### src/rtl/axi_4_lite_arb.sv
`default_nettype none
// ============================================================================
// Module : axi_4_lite_arb
// Brief  : Two-requester arbiter sequencing single-word commands onto one
//          AXI4-Lite master port. Define AXI_ARB_FIXED_PRIO_EN for fixed
//          priority (requester 0 wins); default is round-robin.
// Rev    : 1.0 - initial release
// ============================================================================
module axi_4_lite_arb #(
  parameter int ADDR_WIDTH = 32,
  parameter int DATA_WIDTH = 32,
  parameter int STRB_WIDTH = DATA_WIDTH / 8
) (
  input  logic                    M_AXI_ACLK,
  input  logic                    M_AXI_ARESET,
  input  logic [1:0]              REQ_VALID,
  output logic [1:0]              REQ_READY,
  input  logic [1:0]              REQ_WE,
  input  logic [2*ADDR_WIDTH-1:0] REQ_ADDR,
  input  logic [2*DATA_WIDTH-1:0] REQ_WDATA,
  input  logic [2*STRB_WIDTH-1:0] REQ_WSTRB,
  output logic [1:0]              RSP_VALID,
  output logic [DATA_WIDTH-1:0]   RSP_RDATA,
  output logic [1:0]              RSP_RESP,
  output logic                    M_AXI_AWVALID,
  input  logic                    M_AXI_AWREADY,
  output logic [ADDR_WIDTH-1:0]   M_AXI_AWADDR,
  output logic [2:0]              M_AXI_AWPROT,
  output logic                    M_AXI_WVALID,
  input  logic                    M_AXI_WREADY,
  output logic [DATA_WIDTH-1:0]   M_AXI_WDATA,
  output logic [STRB_WIDTH-1:0]   M_AXI_WSTRB,
  input  logic                    M_AXI_BVALID,
  output logic                    M_AXI_BREADY,
  input  logic [1:0]              M_AXI_BRESP,
  output logic                    M_AXI_ARVALID,
  input  logic                    M_AXI_ARREADY,
  output logic [ADDR_WIDTH-1:0]   M_AXI_ARADDR,
  output logic [2:0]              M_AXI_ARPROT,
  input  logic                    M_AXI_RVALID,
  output logic                    M_AXI_RREADY,
  input  logic [DATA_WIDTH-1:0]   M_AXI_RDATA,
  input  logic [1:0]              M_AXI_RRESP
);

  typedef enum logic [2:0] {
    IDLE    = 3'd0,
    WR_AW_W = 3'd1,
    WR_B    = 3'd2,
    RD_AR   = 3'd3,
    RD_R    = 3'd4,
    RESP    = 3'd5
  } state_t;

  state_t                r_state;
  state_t                w_next;
  logic                  r_grant;
  logic                  r_last_grant;
  logic [ADDR_WIDTH-1:0] r_addr;
  logic [DATA_WIDTH-1:0] r_wdata;
  logic [STRB_WIDTH-1:0] r_wstrb;
  logic                  r_awvalid;
  logic                  r_wvalid;
  logic                  r_arvalid;
  logic [DATA_WIDTH-1:0] r_rdata;
  logic [1:0]            r_resp;

  logic                  w_grant;
  logic                  w_accept;
  logic                  w_we;
  logic [ADDR_WIDTH-1:0] w_addr;
  logic [DATA_WIDTH-1:0] w_wdata;
  logic [STRB_WIDTH-1:0] w_wstrb;

  always_comb begin
`ifdef AXI_ARB_FIXED_PRIO_EN
    w_grant = ~REQ_VALID[0];
`else
    // Under contention the requester that did not win last time goes next.
    if (&REQ_VALID)
      w_grant = ~r_last_grant;
    else
      w_grant = REQ_VALID[1] & ~REQ_VALID[0];
`endif
  end

  assign w_accept = (r_state == IDLE) && (|REQ_VALID) && !M_AXI_ARESET;
  assign w_we     = w_grant ? REQ_WE[1] : REQ_WE[0];
  assign w_addr   = w_grant ? REQ_ADDR[2*ADDR_WIDTH-1:ADDR_WIDTH]   : REQ_ADDR[ADDR_WIDTH-1:0];
  assign w_wdata  = w_grant ? REQ_WDATA[2*DATA_WIDTH-1:DATA_WIDTH]  : REQ_WDATA[DATA_WIDTH-1:0];
  assign w_wstrb  = w_grant ? REQ_WSTRB[2*STRB_WIDTH-1:STRB_WIDTH]  : REQ_WSTRB[STRB_WIDTH-1:0];

  assign REQ_READY = w_accept ? (w_grant ? 2'b10 : 2'b01) : 2'b00;

  always_ff @(posedge M_AXI_ACLK) begin
    if (M_AXI_ARESET)
      r_state <= IDLE;
    else
      r_state <= w_next;
  end

  always_comb begin
    w_next = r_state;
    case (r_state)
      IDLE:    if (w_accept) w_next = w_we ? WR_AW_W : RD_AR;
      // A channel whose VALID is already low has completed its handshake.
      WR_AW_W: if ((!r_awvalid || M_AXI_AWREADY) && (!r_wvalid || M_AXI_WREADY))
                 w_next = WR_B;
      WR_B:    if (M_AXI_BVALID) w_next = RESP;
      RD_AR:   if (M_AXI_ARREADY) w_next = RD_R;
      RD_R:    if (M_AXI_RVALID) w_next = RESP;
      RESP:    w_next = IDLE;
      default: w_next = IDLE;
    endcase
  end

  always_ff @(posedge M_AXI_ACLK) begin
    if (M_AXI_ARESET) begin
      r_grant      <= 1'b0;
      r_last_grant <= 1'b1;
      r_addr       <= '0;
      r_wdata      <= '0;
      r_wstrb      <= '0;
      r_awvalid    <= 1'b0;
      r_wvalid     <= 1'b0;
      r_arvalid    <= 1'b0;
      r_rdata      <= '0;
      r_resp       <= 2'b00;
    end else begin
      if (w_accept) begin
        r_grant      <= w_grant;
        r_last_grant <= w_grant;
        r_addr       <= w_addr;
        r_wdata      <= w_wdata;
        r_wstrb      <= w_wstrb;
        r_awvalid    <= w_we;
        r_wvalid     <= w_we;
        r_arvalid    <= ~w_we;
        r_rdata      <= '0;
      end
      if (r_awvalid && M_AXI_AWREADY) r_awvalid <= 1'b0;
      if (r_wvalid && M_AXI_WREADY)   r_wvalid  <= 1'b0;
      if (r_arvalid && M_AXI_ARREADY) r_arvalid <= 1'b0;
      if ((r_state == WR_B) && M_AXI_BVALID)
        r_resp <= M_AXI_BRESP;
      if ((r_state == RD_R) && M_AXI_RVALID) begin
        r_rdata <= M_AXI_RDATA;
        r_resp  <= M_AXI_RRESP;
      end
    end
  end

  assign M_AXI_AWVALID = r_awvalid;
  assign M_AXI_AWADDR  = r_addr;
  assign M_AXI_AWPROT  = 3'b000;
  assign M_AXI_WVALID  = r_wvalid;
  assign M_AXI_WDATA   = r_wdata;
  assign M_AXI_WSTRB   = r_wstrb;
  assign M_AXI_BREADY  = (r_state == WR_B);
  assign M_AXI_ARVALID = r_arvalid;
  assign M_AXI_ARADDR  = r_addr;
  assign M_AXI_ARPROT  = 3'b000;
  assign M_AXI_RREADY  = (r_state == RD_R);

  assign RSP_VALID = (r_state == RESP) ? (r_grant ? 2'b10 : 2'b01) : 2'b00;
  assign RSP_RDATA = r_rdata;
  assign RSP_RESP  = r_resp;

endmodule
`default_nettype wire
### config.mk
export PLATFORM = sky130hd
export DESIGN_NAME = axi_4_lite_arb
export DESIGN_NICKNAME = d
export VERILOG_FILES = /design/src/rtl/axi_4_lite_arb.sv
export SDC_FILE = /design/constraint.sdc
export NUM_CORES = 1
export LEC_CHECK = 0
export ABC_AREA = 1
export BUFFER_PORTS_ARGS = -buffer_cell sky130_fd_sc_hd__buf_2
export CAP_MARGIN = 20
export CORE_MARGIN = 8
export CORE_UTILIZATION = 30
export CTS_CLUSTER_SIZE = 30
export DETAILED_ROUTE_END_ITERATION = 6
export PLACE_DENSITY = 0.65
export SYNTH_ARGS = -nofsm -noshare
export SYNTH_HDL_FRONTEND = slang
export SYNTH_SLANG_ARGS = --single-unit
export TNS_END_PERCENT = 10
### constraint.sdc
create_clock -name M_AXI_ACLK -period 1.3 [get_ports M_AXI_ACLK]
set_clock_uncertainty 0.15 [all_clocks]
set_input_delay 0.13 -clock M_AXI_ACLK [delete_from_list [all_inputs] [get_ports M_AXI_ACLK]]
set_output_delay 0.13 -clock M_AXI_ACLK [all_outputs]
set_load 0.02 [all_outputs]
After elaboration in Yosys (flattened, before gate mapping):

Cells that the tools add are included.

* bits in registers: 110
* latch bits: 0
* bits in writable memories: 0
* bits in read-only memories: 0
* input port bits: 183
* output and inout bits: 149
* logic and storage cells: 67
* memories: 0

* $add $sub $neg: 0
* multiply operators: 0
* divide/modulo/power cells: 0
* order comparisons: 0
* equal/unequal tests: 10
* shifts and indexed selects: 0
* muxes and demuxes: 20
* bitwise operators: 4
* reduce and logical (&&, ||, !) cells: 22

Operator list (number)
* 32-bit 2-to-1 mux: 4
* 3-bit 2-to-1 mux: 5
* 3-bit case mux with 5 select lines: 1
* 2-bit 2-to-1 mux: 7
* 2-bit inequality test, second input constant: 5
* 1-bit logical AND: 8
* 2-bit OR reduction: 4
* 3-bit by 2-bit == test with 1-bit output, second input constant: 2
* 3-bit == test, second input constant: 2
* 5-bit AND reduction: 1
* 4-bit 2-to-1 mux: 1
* 2-bit nonzero test: 2
* 3-bit by 1-bit == test with 1-bit output, second input constant: 1
* 1-bit zero test: 3
* 3-bit zero test: 1
* 1-bit inverter: 3
* 1-bit logical OR: 2
* 1-bit 2-to-1 mux: 2
* 2-bit AND reduction: 1
* 1-bit AND: 1

Longest topological paths before layout:

Gate-level depths: netlist of the first run.

* word-level depth: 7
* gate-level depth with buffers: 9
* gate-level depth less buffers: 9

Least setup slack after synthesis of the first run:

OpenSTA, ideal clock, no wires.

* path kind: reg-to-output
* start point: reg r_state[0]
* end point: out REQ_READY[1]
* arrival: 1.180 ns
* data required time: 1.020 ns
* path slack: -0.160 ns
* cell stages (with the launch flop): 9
* path through: dfxtp_1 inv_2 nand2_4 nor2_4 nand3b_4 clkinv_2 buf_4 nand3_1 inv_1

* cells in the longest elaborated chain, start to end: 4

RTL lines
* from (decl): RTL line 55 `state_t r_state;`
* from (signal assigned): RTL line 99 `r_state <= w_next;`
* 3-bit zero test: RTL line 87 `assign w_accept = (r_state == IDLE) && (|REQ_VALID) && !M_AXI_ARESET;`
* 1-bit logical AND (2 in series): RTL line 87
* 2-bit 2-to-1 mux: RTL line 93 `assign REQ_READY = w_accept ? (w_grant ? 2'b10 : 2'b01) : 2'b00;`
* to (decl): RTL line 17 `output logic [1:0] REQ_READY,`

Every way passes these cells.

Worst setup path in the final report of the first run:

* start point: reg r_state[0]
* end point: reg r_rdata[6], in the netlist RSP_RDATA[6]

* cells in the longest elaborated chain, start to end: 4
* elaborated cells between the ends (all ways): 7
* classes of those cells: eq/ne (1); mux (1); reduce/logical (5)

RTL lines
* 3-bit zero test: RTL line 87
* 1-bit logical AND (2 in series): RTL line 87
* 2-bit nonzero test (no source line)
* to (signal assigned): RTL line 127 `r_rdata <= '0;`
* to (signal assigned): RTL line 139 `r_rdata <= '0;`
* to (signal assigned): RTL line 147 `r_rdata <= M_AXI_RDATA;`
* to (decl): RTL line 65 `logic [DATA_WIDTH-1:0] r_rdata;`

Parallel ways exist; a longest one is shown, timed or not.
A chain may end at the register's enable or synchronous reset.

==> flow_metrics.py, run 1 <==
metrics = {
    "synth": {
        "synth_seq_cells": 110,
        "syn_inst": 805,
        "synth_warnings": 0,
        "synth_area_um2": 5460,
        "synth.distinct_cells": 26,
        "avgSynthCellArea_um2": 6.783,
        "postSynth.asyncResetShare_pct": 0,
        "synth-edff-count": 0,
        "synth-main-ff-cell": "dfxtp_1",
        "ys_seq_area_share_pct": 40.33,
    },
    "power_and_ir_drop": {
        "powerDensity_nw_per_um2": 1469,
        "total_power_uw": 14400,
        "p_leak_uw": 0.004839,
        "combinationalPowerShare_pct": 51.1,
        "sequentialPowerShare_pct": 30.0,
        "peakVddDrop_mv": 0.7987,
        "p_int_uw": 8620,
        "clockPowerShare_pct": 18.9,
        "swShare_pct": 40.14,
        "p_sw_uw": 5780,
    },
    "run": {
        "cap_violations": 0,
    },
    "grt": {
        "track_usage_pct": 19.94,
        "antenna_found_initial": 2,
        "grt_max_degree": 63,
        "grt_pass1_vias": 6973,
        "grt-ovfl-total": 0,
        "grt_pass1_wl_um": 36140,
    },
    "timing": {
        "min_period_ps": 1646,
        "fin_tns_setup_ps": -29850,
        "worst_pin_slew_ps": 742.1,
        "relSlewSlack_pct": 50.53,
        "slew_viol_final": 0,
        "post-route-period-util_pct": 126.6,
        "fmax_mhz": 607.4,
        "worst_slack_ps": -346.3,
        "hold_viol": 0,
        "setup_viol": 116,
        "hold_ws_ps": 5.256,
        "rsz0062_at_grt": "yes",
    },
    "setup_path": {
        "startpoint_type": "register",
        "cpMostUsedCell": "buf_12",
        "r2r-start": "r_state[0]$_SDFFE_PP0P_",
        "reg2reg_depth": 10,
        "r2r-end": "RSP_RDATA[6]$_SDFFE_PP0P_",
        "cp_data_arrival_time_ps": 1760,
        "critical_path_class": "reg2reg",
        "slowest_delay_ps": 330,
        "critical_path.n_buffers_inverters": 5,
        "end_kind": "register",
        "path_cells": "inv_2 -> nand2_4 -> buf_4 -> nor2_4 -> buf_12 -> nand2_8 -> clkinv_8 -> buf_12 -> nand2_1 -> a21oi_1",
        "r2r_setup_slack_ps": -350,
        "critPathTopFamily": "buffers and inverters",
        "cpMaxStageDelayCell": "dfxtp_2",
        "cp_max_fo": 8,
        "cp.required_ps": 1420,
    },
    "clock_tree": {
        "clockBufferDepth": 2,
        "path_clk_slew_ps": 80,
        "cts-root-buf": "clkbuf_16",
        "h-tree-depth": 3,
        "numCtsBuffers": 9,
        "cts_tree": "built",
        "clkLatencyLatePin_ps": 350,
        "cts_num_sinks": 110,
    },
    "layout": {
        "layout_common_cells": "322 x nand2_1, 318 x buf_2, 153 x dlygate4sd3_1",
        "final_util_pct": 54.77,
        "layout-drive-gt1-share_pct": 37.68,
        "areaGrowthSynthToFinish_pct": 79.58,
        "layout_commonest_cell": "nand2_1",
        "nets": 1453,
    },
    "worst_hold_path": {
        "hold_path.class": "in2reg",
        "hold_depth": 5,
        "worstHoldStart": "REQ_ADDR[62]",
        "hold_end": "M_AXI_ARADDR[30]$_SDFFE_PP0P_",
    },
    "floorplan": {
        "die-area_um2": 22770,
        "chipHeight_um": 150.9,
        "start_util_pct": 30.50,
        "num_rows": 49,
        "core_area_um2": 17900,
        "io_pins": 332,
        "die_w_um": 150.9,
    },
    "status": {
        "outcome": "finished, violations left",
        "violations": "setup timing",
    },
    "place": {
        "place_hpwl_um": 15150,
        "io_buffers": 325,
        "gp_congestion": 0.7853,
        "pre_cts_ws_ps": -214.6,
    },
    "route": {
        "antenna_left": 0,
        "wl_per_cell_um": 16.78,
        "dr.pass1.iters": 7,
        "first_iter_violations": 270,
        "drc": 0,
        "vias_per_cell": 4.737,
        "routed_wl_um": 25250,
        "vias": 7129,
    },
}
-- synth_stat cells, drive strengths merged, types with 2 or more instances --
| cell type | count | area (um^2) |
|---|---|---|
| nand3b | 2 | 27.53 |
| o21ai | 6 | 30.03 |
| inv | 17 | 63.81 |
| a21boi | 2 | 15.01 |
| buf | 75 | 543.0 |
| nor2 | 14 | 67.56 |
| clkbuf | 22 | 82.58 |
| dfxtp | 110 | 2202 |
| nand2 | 341 | 1298 |
| a21oi | 105 | 525.5 |
| clkinv | 2 | 10.01 |
| nand3 | 107 | 585.6 |
-- worst max-delay path by stage --
stage | start | cells past startpoint | to | slack, ps
after floorplan | r_state[0]$_SDFFE_PP0P_ | 8 | RSP_RDATA[10]$_SDFFE_PP0P_ | -100
after global placement | r_state[2]$_SDFFE_PP0P_ | 6 | RSP_RESP[0]$_SDFFE_PP0P_ | -210
after detailed placement | r_state[2]$_SDFFE_PP0P_ | 6 | RSP_RESP[0]$_SDFFE_PP0P_ | -210
after CTS | r_state[0]$_SDFFE_PP0P_ | 8 | REQ_READY[1] | -340
after global routing | r_state[0]$_SDFFE_PP0P_ | 10 | RSP_RDATA[6]$_SDFFE_PP0P_ | -430
final | r_state[0]$_SDFFE_PP0P_ | 10 | RSP_RDATA[6]$_SDFFE_PP0P_ | -350
-- cells by family (layout without fill, tap and decap cells) --
kind of cell | count (synthesis) | after routing | synth area share (%)
flops | 110 | 110 | 40.33
simple gates | 464 | 465 | 36.23
other cells | 1 | 8 | 0.06868
compound gates | 114 | 114 | 10.56
buf+inv | 116 | 579 | 12.81
-- metal layers --
layer	track usage, %	wire [um]	vias up
met5	0	13	-
met4	9.401	898	2
met3	6.185	2251	62
met2	35.09	12700	322
met1	21.43	9389	3269
li1	-	-	3474
-- state kept, by name (all words and copies together), names as in the netlist --
name,count
r_state,3
M_AXI_WSTRB,4
M_AXI_ARVALID,1
M_AXI_ARADDR,32
r_last_grant,1
r_grant,1
M_AXI_AWVALID,1
RSP_RDATA,32
RSP_RESP,2
M_AXI_WDATA,32
M_AXI_WVALID,1
-- power groups by stage --
stage	sequential, uW	clock, uW	combinational (uW)
after floorplan	4870	0	3140
after global placement	4310	0	5290
after detailed placement	4330	0	5340
after CTS	4280	2830	6620
after global routing	4390	2920	7940
final	4320	2720	7360
-- area by class of cell --
class                           instances  area (um^2)
Fill cell                            1611         8097
Timing Repair inverter                  1        8.758
Clock inverter                          4        30.03
Multi-Input combinational cell        585         2811
Timing Repair Buffer                  544         4110
Tap cell                              229        286.5
Clock buffer                           11        252.7
Sequential cell                       110         2210
Antenna cell                            2        5.005
Inverter                               19        91.34
-- worst register-to-register path: stages (launching register included) --
cell and delay, ps:
dfxtp_2 330, inv_2 70, nand2_4 60, buf_4 130
nor2_4 140, buf_12 130, nand2_8 110, clkinv_8 110
buf_12 120, nand2_1 50, a21oi_1 160
-- stage by stage --
step	area, um^2	std cells
floorplan	5539	810
global placement	7178	1301
detailed placement	7178	1301
CTS	9407	1487
global route	9803	1504
finish	9806	1505
-- what timing repair did --
| item | 4_1_cts | 5_1_grt |
|---|---|---|
| setup endpoints to repair | 115 | 118 |
| buffers inserted | 16 | 7 |
| gates resized for setup | 56 | 44 |
| cloned | 3 | 11 |
| hold buffers | 153 | 0 |
| endpoints found under the hold margin | 99 | 0 |
| pin swaps | 24 | 15 |
(Power assumes the default switching activity.)
==> inputs of run 2 (changes only) <==
RECOVER_POWER = 100   (was not set)
==> flow_metrics.py, run 2 (synthesis results as in run 1) <==
metrics = {
    "status": {
        "outcome": "finished, violations left",
        "violations": "setup timing",
    },
    "layout": {
        "layout_commonest_cell": "nand2_1",
        "layout_common_cells": "322 x nand2_1, 182 x buf_2, 153 x dlygate4sd3_1",
        "areaGrowthSynthToFinish_pct": 79.15,
        "layout-drive-gt1-share_pct": 36.03,
        "nets": 1453,
    },
    "timing": {
        "hold_viol": 0,
        "relSlewSlack_pct": 50.02,
        "hold_ws_ps": 4.774,
        "min_period_ps": 1646,
        "worst_slack_ps": -345.7,
        "fmax_mhz": 607.6,
        "post-route-period-util_pct": 126.6,
        "slew_viol_final": 0,
        "worst_pin_slew_ps": 749.7,
        "setup_viol": 116,
        "rsz0062_at_grt": "yes",
    },
    "floorplan": {
        "start_util_pct": 30.50,
        "die_w_um": 150.9,
        "num_rows": 49,
        "chipHeight_um": 150.9,
        "io_pins": 332,
        "core_area_um2": 17900,
        "die-area_um2": 22770,
    },
    "clock_tree": {
        "h-tree-depth": 3,
        "path_clk_slew_ps": 70,
        "cts_num_sinks": 110,
        "cts_tree": "built",
        "clkLatencyLatePin_ps": 350,
        "numCtsBuffers": 9,
        "cts-root-buf": "clkbuf_16",
        "clockBufferDepth": 2,
    },
    "setup_path": {
        "cp_max_fo": 8,
        "r2r_setup_slack_ps": -350,
        "cp_data_arrival_time_ps": 1760,
        "cp.required_ps": 1420,
        "critical_path_class": "reg2reg",
        "startpoint_type": "register",
        "end_kind": "register",
    },
    "route": {
        "vias_per_cell": 4.721,
        "drc": 0,
        "wl_per_cell_um": 16.71,
        "first_iter_violations": 276,
        "routed_wl_um": 25170,
        "dr.pass1.iters": 5,
        "antenna_left": 0,
        "vias": 7110,
    },
    "power_and_ir_drop": {
        "p_leak_uw": 0.004657,
        "peakVddDrop_mv": 0.7975,
        "total_power_uw": 14380,
        "powerDensity_nw_per_um2": 1470,
    },
    "grt": {
        "grt_pass1_wl_um": 36140,
        "track_usage_pct": 19.94,
        "grt_max_degree": 63,
        "grt-ovfl-total": 0,
        "grt_pass1_vias": 6973,
        "antenna_found_initial": 2,
    },
    "place": {
        "gp_congestion": 0.7853,
        "io_buffers": 325,
        "place_hpwl_um": 15150,
    },
    "worst_hold_path": {
        "hold_path.class": "in2reg",
    },
    "run": {
        "cap_violations": 0,
    },
}
## run 2: cell types whose count changed in the layout (fill, tap and decap cells not counted)
cell and delta:
buf_2 -136, clkbuf_2 +115, clkbuf_1 +21, diode_2 +1
## run 2: worst max-delay path: stages, from the launching register on
cell,delay (ps)
dfxtp_2,330
inv_2,70
nand2_4,60
buf_4,130
nor2_4,140
buf_12,130
nand2_8,110
clkinv_8,100
buf_12,120
nand2_1,50
a21oi_1,160
## run 2: repair_timing
action	CTS	global route
hold buffers	153	0
endpoints found under the hold margin	99	0
pin swaps	24	15
cloned	3	11
buffers inserted	16	7
setup endpoints to repair	115	118
gates resized for setup	56	44
## run 2: final cells by class
type	count	area, um^2
Fill cell	1625	8120
Timing Repair Buffer	544	4084
Multi-Input combinational cell	585	2811
Sequential cell	110	2210
Tap cell	229	286.5
Clock buffer	11	252.7
Inverter	19	91.34
Clock inverter	4	30.03
Timing Repair inverter	1	8.758
Antenna cell	3	7.507
## run 2: final timing paths
kind | start | end | cells after the start
setup / recovery | r_state[0]$_SDFFE_PP0P_ | RSP_RDATA[6]$_SDFFE_PP0P_ | 10
hold / removal | REQ_ADDR[62] | M_AXI_ARADDR[30]$_SDFFE_PP0P_ | 5
setup reg to reg | r_state[0]$_SDFFE_PP0P_ | RSP_RDATA[6]$_SDFFE_PP0P_ | 10
hold reg to reg | M_AXI_WSTRB[0]$_SDFFE_PP0P_ | M_AXI_WSTRB[0]$_SDFFE_PP0P_ | 2
## run 2: layer usage
layer,global-route usage (%),vias to the layer above,part of all wire (%)
met5,0,-,0.052
met1,21.43,3253,37
met2,35.09,316,50
met3,6.185,62,9.2
met4,9.401,2,3.7
li1,-,3477,-
## run 2: report_power, final
part / internal [uW] / switching, uW
combinational: 3260 / 4060
clock: 1410 / 1310
sequential: 3920 / 417
total: 8580 / 5790
## run 2: through the flow
stage          setup TNS, ps  std cells  worst slack (ps)  utilization (%)  instance area, um^2
3_3_place_gp          -13480       1301            -206.0            40.10                 7178
2_1_floorplan          -9443        810            -98.32                -                 5539
3_5_place_dp          -16490       1301            -214.6            40.10                 7178
5_1_grt               -38820       1504            -430.0            54.61                 9777
6_report              -29940       1506            -345.7            54.64                 9782
4_1_cts               -20990       1487            -340.3            52.54                 9407
